$ cat config.mk
export PLATFORM = sky130hd
export DESIGN_NAME = fir_recover_div
export DESIGN_NICKNAME = d
export VERILOG_FILES = /design/src/rtl/fir_recover_div.sv
export SDC_FILE = /design/constraint.sdc
export NUM_CORES = 1
export LEC_CHECK = 0
export ABC_AREA = 1
export ABC_CLOCK_PERIOD_IN_PS = 3800
export BUFFER_PORTS_ARGS = -buffer_cell sky130_fd_sc_hd__buf_2
export CORE_ASPECT_RATIO = 1.4
export CORE_UTILIZATION = 59
export DETAILED_ROUTE_END_ITERATION = 6
export HOLD_SLACK_MARGIN = 0.15
export PLACE_DENSITY_LB_ADDON = 0.25
export SLEW_MARGIN = 25
export SYNTH_ARGS = -nofsm -noshare
export SYNTH_HDL_FRONTEND = slang
export SYNTH_SLANG_ARGS = --single-unit
$ cat constraint.sdc
create_clock -name clk -period 3.8 [get_ports clk]
set_clock_uncertainty 0.15 [all_clocks]
set_input_delay 0 -clock clk [delete_from_list [all_inputs] [get_ports clk]]
set_output_delay 0 -clock clk [all_outputs]
set_load 0.005 [all_outputs]
$ cat src/rtl/fir_recover_div.sv
// rtl/fir_recover_div.sv - iterative restoring divider recovering a FIR tap value from its filtered product
//
// Purpose: divides an 18-bit unsigned product word by a 4-bit unsigned tap
// coefficient, one quotient bit per cycle (MSB first). The quotient is
// saturated to 14 bits. Divide-by-zero is flagged instead of computed.
//
// Optional build macro: FIR_RECOVER_DIV_ROUND_EN
//   defined   - the quotient is rounded to nearest before saturation
//   undefined - the quotient is truncated
//
// Ports:
//   clk   in   1   clock, rising edge
//   rst   in   1   synchronous active-high reset
//   start in   1   division request, accepted only when idle
//   fltd  in  18   dividend (filtered product word)
//   coe   in   4   divisor (tap coefficient)
//   busy  out  1   division in progress (RUN or FIN)
//   done  out  1   one-cycle pulse, result outputs valid
//   data  out 14   saturated quotient
//   rem   out  4   remainder
//   ovf   out  1   quotient did not fit in 14 bits
//   dz    out  1   divisor was zero

module fir_recover_div (
    input  logic        clk,
    input  logic        rst,
    input  logic        start,
    input  logic [17:0] fltd,
    input  logic [3:0]  coe,
    output logic        busy,
    output logic        done,
    output logic [13:0] data,
    output logic [3:0]  rem,
    output logic        ovf,
    output logic        dz
);

    typedef enum logic [1:0] {
        IDLE = 2'd0,
        RUN  = 2'd1,
        FIN  = 2'd2
    } state_t;

    state_t      state;
    state_t      state_nx;

    // quo starts out holding the dividend; each step shifts a dividend bit
    // out of the top and a quotient bit in at the bottom.
    logic [17:0] quo;
    logic [4:0]  prem;
    logic [3:0]  dvs;
    logic [4:0]  cnt;
    logic        dz_pend;

    logic [4:0]  rem_sh;
    logic        take;
    logic [4:0]  rem_nx;

    logic        round_up;
    logic [18:0] qround;
    logic        sat;

    // One restoring step.
    always_comb begin
        rem_sh = {prem[3:0], quo[17]};
        take   = (rem_sh >= {1'b0, dvs});
        rem_nx = take ? (rem_sh - {1'b0, dvs}) : rem_sh;
    end

`ifdef FIR_RECOVER_DIV_ROUND_EN
    logic [4:0] rem2;
    always_comb begin
        rem2     = {prem[3:0], 1'b0};
        round_up = (rem2 >= {1'b0, dvs});
    end
`else
    always_comb begin
        round_up = 1'b0;
    end
`endif

    // Rounding is applied before the saturation test, so a quotient of
    // 16383 that rounds up overflows.
    always_comb begin
        qround = {1'b0, quo} + {18'd0, round_up};
        sat    = |qround[18:14];
    end

    always_ff @(posedge clk) begin
        if (rst) begin
            state <= IDLE;
        end else begin
            state <= state_nx;
        end
    end

    always_comb begin
        state_nx = state;
        case (state)
            IDLE: begin
                if (start) begin
                    state_nx = (coe == 4'd0) ? FIN : RUN;
                end
            end
            RUN: begin
                if (cnt == 5'd0) begin
                    state_nx = FIN;
                end
            end
            FIN: begin
                state_nx = IDLE;
            end
            default: begin
                state_nx = IDLE;
            end
        endcase
    end

    always_ff @(posedge clk) begin
        if (rst) begin
            quo     <= 18'd0;
            prem    <= 5'd0;
            dvs     <= 4'd0;
            cnt     <= 5'd0;
            dz_pend <= 1'b0;
            done    <= 1'b0;
            data    <= 14'd0;
            rem     <= 4'd0;
            ovf     <= 1'b0;
            dz      <= 1'b0;
        end else begin
            done <= 1'b0;
            case (state)
                IDLE: begin
                    if (start) begin
                        quo     <= fltd;
                        dvs     <= coe;
                        prem    <= 5'd0;
                        cnt     <= 5'd17;
                        dz_pend <= (coe == 4'd0);
                    end
                end
                RUN: begin
                    prem <= rem_nx;
                    quo  <= {quo[16:0], take};
                    cnt  <= cnt - 5'd1;
                end
                FIN: begin
                    done <= 1'b1;
                    if (dz_pend) begin
                        data <= 14'h3FFF;
                        rem  <= 4'd0;
                        ovf  <= 1'b0;
                        dz   <= 1'b1;
                    end else begin
                        data <= sat ? 14'h3FFF : qround[13:0];
                        rem  <= prem[3:0];
                        ovf  <= sat;
                        dz   <= 1'b0;
                    end
                end
                default: begin
                end
            endcase
        end
    end

    assign busy = (state == RUN) || (state == FIN);

endmodule

# Yosys cells after proc, flatten, opt, wreduce, memory -nomap -nowiden
# Index checks and enable logic that the tools add are counted.
# Widths: inputs -> output; s select.
[op_classes]
reduce_logical = 9
n_shift = 0
mul = 0
mux = 17
n_bitwise = 0
n_div = 0
eq_ne = 4
n_lt_le_gt_ge = 1
n_addsub = 2
[op_table]
columns = ["op", "count"]
rows = [
  ["$pmux 18 s2", 1],
  ["$mux 14", 2],
  ["$mux 18", 1],
  ["$mux 4", 3],
  ["$pmux 5 s2", 1],
  ["$pmux 4 s2", 1],
  ["$mux 2", 3],
  ["$reduce_and 2->1", 3],
  ["$ge 5x4->1", 1],
  ["$logic_not 5->1", 1],
  ["$mux 5", 1],
  ["$sub 5x1->5 const B", 1],
  ["$logic_not 4->1", 1],
  ["$ne 2x2->1 const B", 2],
  ["$pmux 2 s2", 1],
  ["$reduce_or 4->1", 1],
  ["$sub 4x4->4", 1],
  ["$mux 1", 3],
  ["$eq 2x1->1 const B", 1],
  ["$eq 2x2->1 const B", 1],
  ["$logic_not 2->1", 1],
  ["$reduce_bool 2->1", 1],
  ["$logic_or 1x1->1", 1],
]
[word_totals]
memories = 0
reg_bits = 55
rom_bits = 0
latch_bits = 0
word_cells = 44
out_inout_bits = 22
mem_bits_rw = 0

# Depth between registers and ports, before layout
# Gate-level depths: netlist of the first run.
[logic_depth]
ltp_word = 4
ltp_mapped = 11
depth_no_buf = 11

# Worst setup path after synthesis of the first run
# No wires, ideal clock.
[synth_path]
path_type = "flip-flop to flip-flop"
start = "register prem[1]"
end = "register prem[3]"
stages_incl_launch_ff = 9
arrival_ns = 1.320
path_buffers = 0
required_ns = 3.580
path_slack_ns = 2.259
cell_sequence = "dfxtp_1 ha_1 a21oi_2 nand2_1 nand2_2 nand2_1 nand2_1 nand3_1 a21oi_1"
[synth_between]
elab_chain_cells = 3
[synth_rtl]
columns = ["item", "line", "rtl"]
rows = [
  ["from (decl)", "50", "logic [4:0] prem;"],
  ["from (signal assigned)", "144", "prem <= rem_nx;"],
  ["$sub 4x4->4 / $ge 5x4->1 (equally long branches)", "67, 66", ""],
  ["$mux 4 (*)", "67", "rem_nx = take ? (rem_sh - {1'b0, dvs}) : rem_sh;"],
  ["$pmux 4 s2 (*)", "133", "case (state)"],
]
# Mark *: on every way between the ends. The rest lies on a longest branch, timed or not.
# A chain may end at the register's enable or synchronous reset.

==> results.md, run 1 <==
- Antenna diodes: 0
- CTS resizes: 0
- Die area: around 4400 um2
- DR vias/cell: 5.66
- Via Count: about 2500
- Routed wl met3: between 300 and 400 um
- Final min period: 2.92 ns
- CTS clk-pin slew, worst paths: roughly 0.090 ns
- FF+latch count, synth: 55
- Starting Density: 0.619
- Max Cap Viol: 0
- GRT Total Usage: 0.314
- Largest area contributor in the netlist: dfxtp_1
- Largest net degree at the start of global routing: 30
- Number of synthesized flops with an enable pin: 0
- CTS Buffer Depth: 2
- Ys async rst share: 0
- CP Launch Type: primary input
- Setup TNS: 0 ns
- Routability cong.: 0.831
- Met2 routed wirelength: ~3400 um
- Fin crit share: 0.768
- Root Buffer: clkbuf_8
- Status: complete, no violations
- Grt total ovfl: 0
- WL met1: 2630 um
- Post-synth top area share: 0.450
- Cells after Synth: 318
- Share of layout cells above drive strength 1: 0.174
- H-Tree Depth: 2
- Synthesized area per cell: ~7.7 um2
- Max transition margin: 0.520
- Nets: between 400 and 500
- Final Non-Filler Cells: 450
- Seq/Total Area, Yosys: 0.450
- Setup Buffers After CTS: 0
- Pre-CTS setup slack: around 1.7 ns
- Placed insts: 393
- Largest cells by area after synthesis: dfxtp_1, nand2_1, a21oi_1
- Worst-Skew Late Latency: between 0.3 and 0.4 ns
- DRC: 0
- Achievable Freq: 343 MHz
- TritonRoute pass-1 iters: 4
- Area delta synth->final: 30.9%
- Slew Viols, Final: 0
- Crit path DAT: 2.98 ns
- Endpoint class of the critical path: register
- Final WS setup: between 0.8 and 0.9 ns
- Design Area, Final: about 3200 um2
- Most used DFF post-synth: dfxtp_1
- Count leader, synth: nand2_1
- Num ports: 47
- Vias in the first global route: roughly 2300
- Drt wl/cell: around 15 um
- Post-CTS Hold Buffers: ~50
- HPWL reported at the end of detailed placement: between 3000 and 4000 um
- Required time of the critical path: 3.86 ns
- Number of nets with antenna violations after routing: 0
- Initial antenna violation count: 0
- P per Cell Area: between 400 and 500 nW/um2
- LEAKAGE: between 1 and 1.5 nW
- Maximum vdd drop: 0.366 mV
- Die height: between 70 and 80 um
- Yosys cell types: 31
- Highest Signal Layer: met4
- Register-to-register path setup slack: 1.09 ns
- Global-route wire length before repair: roughly 11000 um
- Final setup vio count: 0
- Post-Syn Area: 2450 um2
- Tightest Hold Check Type: reg2reg
- Unrepaired setup endpoints after global routing: false
- DIE WIDTH: between 50 and 60 um
- Sink Count: between 50 and 60
- Filler cells: between 200 and 250
- Port Buffers: 46
- Synth warn: 0
- DRT Wirelength: approximately 6600 um
- Final Hold Viols: 0
- Final core utilization: 0.811
- Critical path peak fanout: 29
- Cell Area, Placed: between 2000 and 3000 um2
- Core ar.: approximately 4000 um2
- Syn Nets: about 350
- CTS Buf Count: 5
- WS Path Type: in2reg
- Row count: 27
- Worst Tran Pin Value: 0.719 ns
- CTS tree: done
- Commonest cells in the synthesized netlist: nand2_1, dfxtp_1, a21oi_1
- Iter 0 DRT Violations: approximately 150
==> through the flow <==
stage          total power, mW  hold WS, ns
2_1_floorplan            0.990      0.00851
3_3_place_gp              1.07        0.132
3_5_place_dp              1.08        0.135
4_1_cts                   1.45        0.320
5_1_grt                   1.54        0.353
6_report                  1.46        0.316
==> kinds of logic (layout without fill, tap and decap cells) <==
group / Yosys count / after routing / synth area share
and+or+nand+nor: 129 / 129 / 0.227
DFF: 55 / 55 / 0.450
AOI/OAI and AO/OA: 82 / 82 / 0.182
adders and majority gates: 9 / 9 / 0.0491
buffers and inverters: 42 / 131 / 0.0884
xor gates and xnor gates: 1 / 1 / 0.00358
==> power by group <==
part	leakage [nW]	internal [mW]	total, mW	switching, mW
logic	0.963	0.185	0.453	0.269
clock network	0.0422	0.130	0.316	0.186
registers	0.450	0.647	0.693	0.0465
total	1.46	0.961	1.46	0.502
==> metal layers <==
layer,global-route usage,up-vias
met1,0.368,1215
li1,-,1225
met4,0.124,0
met5,0,-
met3,0.0626,14
met2,0.554,91
==> worst paths after layout <==
check / startpoint / endpoint / depth (start not counted)
max reg2reg: state[1] / quo[7] / 8
min reg2reg: rem[1] / rem[1] / 2
max: rst / dvs[0] / 7
min: rem[1] / rem[1] / 2
==> sequential cells by signal, indices dropped and copies added (netlist names), 2 cells and up <==
register,cells
prem,4
dvs,4
cnt,5
data,14
state,2
rem,4
quo,18
==> layout make-up <==
class	count	area (um2)	share of cell area
flip-flops and latches	55	1100	0.343
clock buffers	7	76.3	0.0238
repair buffers	95	721	0.225
well taps	43	53.8	0.0168
multi-input cells	221	1130	0.353
inverters	28	118	0.0367
clock inverters	1	5.00	0.00156
==> cells in the final DEF (no fill, tap or decap), types with 2 or more instances in the layout <==
master	instances
nand2_2	6
clkbuf_1	2
nand2_1	78
dfxtp_1	55
buf_2	46
a31oi_1	19
ha_1	8
inv_4	3
clkbuf_8	5
dlygate4sd3_1	49
inv_2	3
a21oi_1	33
nor3b_1	2
nand3_1	13
o21ai_0	26
nand2_4	2
nor2_1	24
inv_1	21
==> critical path, cell delays in order <==
cell and delay, ns:
dlygate4sd3_1 0.51, buf_2 0.47, inv_1 0.51, o21ai_0 0.28, dlygate4sd3_1 0.62, nor2_1 0.04
dlygate4sd3_1 0.54
Note: power is estimated with default switching activity, not from simulation.
==> inputs of run 2 (changes only) <==
Settings changed: ABC_CLOCK_PERIOD_IN_PS 3800 to 2580, CORE_UTILIZATION 59 to 49.
Clock period 3.8 ns to 2.58 ns, I/O delays scaled along.
==> results.md, run 2 (same netlist as run 1, synthesis figures left out) <==
- CTS Buf Count: 5 (unchanged)
- Max Cap Viol: 0 (unchanged)
- CP Launch Type: register (was primary input)
- Reg power frac: 0.477 (was 0.474)
- CP startpoint: state[1] (was rst)
- Num ports: 47 (unchanged)
- Maximum vdd drop: 0.395 mV (was 0.366 mV)
- Setup Buffers After CTS: 0 (unchanged)
- H-Tree Depth: 2 (unchanged)
- Clock share of power: 0.213 (was 0.216)
- Share of layout cells above drive strength 1: 0.189 (was 0.174)
- Met3 Usage GRT: 0.0528 (was 0.0626)
- Initial antenna violation count: 0 (unchanged)
- Largest register by flop count: quo (unchanged)
- M2 GR Usage: 0.432 (was 0.554)
- Antenna diodes: 0 (unchanged)
- Commonest non-fill, non-tap cell in the layout: nand2_1 (unchanged)
- Drt wl/cell: 12.6 um (was 14.6 um)
- Routability cong.: 0.813 (was 0.831)
- Setup TNS: 0 ns (unchanged)
- Tightest Hold Check Type: reg2reg (unchanged)
- Final setup vio count: 0 (unchanged)
- TritonRoute pass-1 iters: 4 (unchanged)
- Via Count: 2408 (was 2545)
- Hold path startpoint: ovf (was rem[1])
- DRT Wirelength: 5940 um (was 6550 um)
- P per Cell Area: 655 nW/um2 (was 456 nW/um2)
- Vias in the first global route: 2406 (was 2339)
- HPWL reported at the end of detailed placement: 3680 um (was 3660 um)
- Die height: 85.6 um (was 78.2 um)
- Placed insts: 417 (was 393)
- Global-route met1 utilization: 0.295 (was 0.368)
- Achievable Freq: 418 MHz
- Crit-path cells: inv_1 > ha_2 > nand2_4 > o21ai_0 > dlygate4sd3_1 > a21oi_1 > dlygate4sd3_1 (was dlygate4sd3_1 > buf_2 > inv_1 > o21ai_0 > dlygate4sd3_1 > nor2_1 > dlygate4sd3_1)
- Number of nets with antenna violations after routing: 0 (unchanged)
- Die area: 5290 um2 (was 4420 um2)
- Pint: 1.42 mW (was 961 uW)
- CP most frequent cell: dlygate4sd3_1 (unchanged)
- Slowest-stage cell, CP: dlygate4sd3_1 (unchanged)
- CTS clk-pin slew, worst paths: 0.09 ns (about the same)
- Final Hold Viols: 0 (unchanged)
- Area delta synth->final: 33.2% (was 30.9%)
- Global-route wire length before repair: 10100 um (was 10700 um)
- Gate power share: 0.311 (was 0.310)
- Critical path peak fanout: 9 (was 29)
- Iter 0 DRT Violations: 120 (was 147)
- CTS tree: done (unchanged)
- Slew Viols, Final: 0 (unchanged)
- DIE WIDTH: 61.7 um (was 56.4 um)
- Unrepaired setup endpoints after global routing: false (unchanged)
- Largest net degree at the start of global routing: 29 (was 30)
- Root Buffer: clkbuf_8 (unchanged)
- Endpoint class of the critical path: register (unchanged)
- CP peak stage delay: 0.59 ns (was 0.62 ns)
- WS Path Type: reg2reg (was in2reg)
- Hold WS: 0.320 ns (was 0.316 ns)
- Crit path DAT: 2.45 ns (was 2.98 ns)
- Fin crit share: 0.927
- Final Non-Filler Cells: 472 (was 450)
- R2r startpoint: state[1] (unchanged)
- Status: complete, no violations (unchanged)
- Final min period: around 2.4 ns
- Row count: 30 (was 27)
- Nets: 443 (was 440)
- GRT Total Usage: 0.252 (was 0.314)
- LEAKAGE: 1.46 nW (about the same)
- Required time of the critical path: 2.63 ns (was 3.86 ns)
- Sink Count: 55 (unchanged)
- Net Sw Frac: 0.337 (was 0.343)
- Most frequent cells in the layout: nand2_1, dfxtp_1, dlygate4sd3_1 (unchanged)
- Max transition margin: 0.698 (was 0.520)
- Final core utilization: 0.673 (was 0.811)
- Register-to-register path setup slack: 0.19 ns (was 1.09 ns)
- Max reg flops: 18 (unchanged)
- Grt total ovfl: 0 (unchanged)
- Worst Tran Pin Value: 0.453 ns (was 0.719 ns)
- Gr busiest metal: met2 (unchanged)
- CTS Buffer Depth: 2 (unchanged)
- Top Registers: quo: 18 flops, data: 14 flops, cnt: 5 flops (unchanged)
- DRC: 0 (unchanged)
- Crit-path leading delay family: buffers and inverters (unchanged)
- Starting Density: 0.506 (was 0.619)
- WP buf/inv: 3 (was 5)
- DR vias/cell: 5.10 (was 5.66)
- Worst-Skew Late Latency: 0.31 ns (about the same)
- Cell Area, Placed: 2680 um2 (was 2630 um2)
- Core ar.: 4840 um2 (was 3950 um2)
- Port Buffers: 46 (unchanged)
- Design Area, Final: 3260 um2 (was 3210 um2)
- Psw: 719 uW (was 502 uW)
==> run 2: timing repair <==
action	CTS	global route
endpoints found under the setup margin	0	5
gates resized for setup	0	5
hold buffers	49	0
hold endpoints to repair	40	0
==> run 2: path summary, 6_finish.rpt <==
check	endpoint	cells past startpoint
worst max-delay path	dvs[3]	7
worst min-delay path	ovf	2
worst max register to register	dvs[3]	7
worst min register to register	ovf	2
==> run 2: tightest hold or removal path: cells and delay by family, from the launching register on <==
| family | cells | cell delay [ns] |
|---|---|---|
| and+or+nand+nor | 1 | 0.06 |
| AOI/OAI and AO/OA | 1 | 0.05 |
| DFF | 1 | 0.32 |
==> run 2: cell type report <==
cell class / count / area, um2
Clock inverter: 1 / 7.51
Timing Repair Buffer: 98 / 743
Sequential cell: 55 / 1100
Clock buffer: 5 / 68.8
Multi-Input combinational cell: 221 / 1140
Tap cell: 64 / 80.1
Inverter: 28 / 124
Fill cell: 394 / 1580
==> run 2: power by group through the flow <==
stage,sequential (mW),clock (mW),combinational [mW]
5_1_grt,1.03,0.492,0.748
3_5_place_dp,1.04,0,0.561
3_3_place_gp,1.03,0,0.552
2_1_floorplan,1.03,0,0.432
6_report,1.02,0.454,0.663
4_1_cts,1.02,0.464,0.653
==> run 2: through the flow <==
step	power, mW	setup slack, ns
6_report	2.13	0.188
5_1_grt	2.27	0.0817
4_1_cts	2.13	0.127
3_5_place_dp	1.60	0.697
3_3_place_gp	1.59	0.755
2_1_floorplan	1.46	1.04
==> run 2: routing by layer <==
| metal | vias up | routed length (um) |
|---|---|---|
| met5 | - | 0 |
| met4 | 0 | 131 |
| met3 | 12 | 207 |
| met2 | 50 | 3040 |
| met1 | 1119 | 2560 |
| li1 | 1227 | - |
==> inputs of run 3 (changes only) <==
--- a/config.mk
+++ b/config.mk
@@ -10,3 +10,3 @@
 export BUFFER_PORTS_ARGS = -buffer_cell sky130_fd_sc_hd__buf_2
-export CORE_ASPECT_RATIO = 1.4
+export CORE_ASPECT_RATIO = 0.7
 export CORE_UTILIZATION = 49
@@ -14,2 +14,3 @@
 export HOLD_SLACK_MARGIN = 0.15
+export MAX_ROUTING_LAYER = met4
 export PLACE_DENSITY_LB_ADDON = 0.25
==> constraint.sdc (replaced) <==
create_clock -name clk -period 2.58 [get_ports clk]
set_clock_uncertainty 0.15 [all_clocks]
set_input_delay 0.516 -clock clk [delete_from_list [all_inputs] [get_ports clk]]
set_output_delay 0.516 -clock clk [all_outputs]
set_load 0.005 [all_outputs]
==> results.md, run 3 (same netlist as run 1, synthesis figures left out) <==
- Tightest Hold Check Type: in2reg (was reg2reg)
- Crit Reg-Reg Endpoint: cnt[4] (was dvs[3])
- Row count: 21 (was 30)
- Worst Tran Pin Value: 0.681 ns (was 0.453 ns)
- Largest register by flop count: quo (unchanged)
- Commonest non-fill, non-tap cell in the layout: nand2_1 (unchanged)
- Filler cells: 477 (was 394)
- GRT Total Usage: 0.239 (was 0.252)
- H-Tree Depth: 2 (unchanged)
- R2r startpoint: state[1] (unchanged)
- Pint: 1.40 mW (was 1.42 mW)
- Slew Viols, Final: 0 (unchanged)
- Worst-Skew Late Latency: 0.31 ns (about the same)
- Final min period: 1.95 ns (was 2.39 ns)
- TritonRoute pass-1 iters: 7 (was 4)
- Required time of the critical path: 2.63 ns (about the same)
- Post-CTS Hold Buffers: 0 (was 49)
- CTS resizes: 0 (unchanged)
- Sink Count: 55 (unchanged)
- CP Launch Type: register (unchanged)
- Final Hold Viols: 0 (unchanged)
- Endpoint class of the critical path: register (unchanged)
- Setup Buffers After CTS: 0 (unchanged)
- Global-route wire length before repair: 9310 um (was 10100 um)
- Critical path peak fanout: 21 (was 9)
- Number of nets with antenna violations after routing: 0 (unchanged)
- Antenna diodes: 0 (unchanged)
- Final setup vio count: 0 (unchanged)
- Most frequent cells in the layout: nand2_1, dfxtp_1, buf_2 (was nand2_1, dfxtp_1, dlygate4sd3_1)
- Root Buffer: clkbuf_8 (unchanged)
- DR vias/cell: 5.15 (was 5.10)
- LEAKAGE: 1.23 nW (was 1.46 nW)
- CTS Buffer Depth: 2 (unchanged)
- Port Buffers: 46 (unchanged)
- Clock share of power: 0.248 (was 0.213)
- HPWL reported at the end of detailed placement: 3940 um (was 3680 um)
- CP startpoint: state[1] (unchanged)
- DIE WIDTH: 86.5 um (was 61.7 um)
- Psw: 710 uW (was 719 uW)
- CTS Buf Count: 5 (unchanged)
- Reg2Reg Depth: 8 (was 7)
- Area delta synth->final: 14.1% (was 33.2%)
- Max reg flops: 18 (unchanged)
- CP Capture Point: cnt[4] (was dvs[3])
- Grt total ovfl: 0 (unchanged)
- WS Path Type: reg2reg (unchanged)
- Net Sw Frac: 0.336 (was 0.337)
- Max Cap Viol: 0 (unchanged)
- CTS tree: done (unchanged)
- Top Registers: quo: 18 flops, data: 14 flops, cnt: 5 flops (unchanged)
- Routability cong.: 0.855 (was 0.813)
- Iter 0 DRT Violations: 124 (was 120)
- Gate power share: 0.269 (was 0.311)
- Vias in the first global route: 1980 (was 2406)
- Max transition margin: 0.545 (was 0.698)
- Die area: 5290 um2 (about the same)
- Largest net degree at the start of global routing: 29 (unchanged)
- Maximum vdd drop: 0.355 mV (was 0.395 mV)
- Hold WS: 0.307 ns (was 0.320 ns)
- Status: complete, but fails checks (was complete, no violations)
- Nets: 394 (was 443)
- Die height: 61.1 um (was 85.6 um)
- Fin crit share: 0.757 (was 0.927)
- CTS clk-pin slew, worst paths: 0.10 ns (was 0.09 ns)
- Share of layout cells above drive strength 1: 0.211 (was 0.189)
- Total power: 2.11 mW (was 2.13 mW)
- Violated checks: DRC
- Unrepaired setup endpoints after global routing: false (unchanged)
- Core ar.: 4780 um2 (was 4840 um2)
- Num ports: 47 (unchanged)
- Reg power frac: 0.484 (was 0.477)
- Crit path DAT: 2.00 ns (was 2.45 ns)
- DRT Wirelength: 5620 um (was 5940 um)
- Initial antenna violation count: 0 (unchanged)
- Register-to-register path setup slack: 0.63 ns (was 0.19 ns)
- Setup TNS: 0 ns (unchanged)
- Drt wl/cell: 13.1 um (was 12.6 um)
- P per Cell Area: 756 nW/um2 (was 655 nW/um2)
- Starting Density: 0.512 (was 0.506)
- Achievable Freq: 512 MHz (was 418 MHz)
- Via Count: 2215 (was 2408)
- DRC: 2 (was 0)
## run 3: cell types whose count changed in the layout (fill, tap and decap cells not counted)
cell / change
dlygate4sd3_1: -49
clkbuf_8: +2
ha_1: +2
ha_2: -2
clkinvlp_4: -1
inv_1: +1
inv_2: +1
inv_4: -1
## run 3: layout make-up
cell class / instances / area (um2) / share of cell area
Multi-Input combinational cell: 221 / 1130 / 0.405
Sequential cell: 55 / 1100 / 0.394
Timing Repair Buffer: 49 / 253 / 0.0905
Inverter: 28 / 118 / 0.0421
Clock buffer: 7 / 96.3 / 0.0345
Tap cell: 69 / 86.3 / 0.0309
Clock inverter: 1 / 7.51 / 0.00269
## run 3: per-layer routing
layer / wire length, um / vias up / part of all wire / track usage
li1: - / 1134 / - / -
met1: 2820 / 1007 / 0.50 / 0.321
met2: 2400 / 67 / 0.43 / 0.366
met3: 332 / 7 / 0.059 / 0.0402
met4: 70 / 0 / 0.012 / 0.0881
met5: 0 / - / 0 / -
## run 3: worst max-delay path, cell delays in order (launching register included)
cell and delay, ns:
dfxtp_1 0.33, inv_1 0.09, ha_1 0.38, inv_4 0.10, o21ai_2 0.12, buf_4 0.19, inv_2 0.18, o21ai_0 0.21
a21oi_1 0.08
## run 3: per-stage QoR
step / setup slack (ns) / cell area, um2 / util / std cells
after detailed placement: 0.654 / 2690 / 0.562 / 422
after global routing: 0.490 / 2790 / 0.584 / 430
after global placement: 0.738 / 2690 / 0.562 / 422
after CTS: 0.640 / 2790 / 0.584 / 430
final: 0.627 / 2790 / 0.584 / 430
after floorplan: 1.04 / 2450 / - / 318
## run 3: power groups by stage
| stage | clock [mW] | sequential [mW] | combinational, mW |
|---|---|---|---|
| global placement | 0 | 1.04 | 0.551 |
| floorplan | 0 | 1.03 | 0.432 |
| CTS | 0.532 | 1.02 | 0.570 |
| detailed placement | 0 | 1.04 | 0.566 |
| global route | 0.574 | 1.03 | 0.649 |
| finish | 0.523 | 1.02 | 0.567 |
## run 3: how the worst min path moves through the flow
stage / from / slack [ns] / cells past startpoint / endpoint
global route: fltd[16] / 0.31 / 3 / quo[16]
global placement: rem[3] / 0.30 / 2 / rem[3]
floorplan: cnt[0] / 0.28 / 1 / cnt[0]
detailed placement: rem[3] / 0.31 / 2 / rem[3]
CTS: fltd[13] / 0.30 / 3 / quo[13]
finish: fltd[13] / 0.31 / 3 / quo[13]
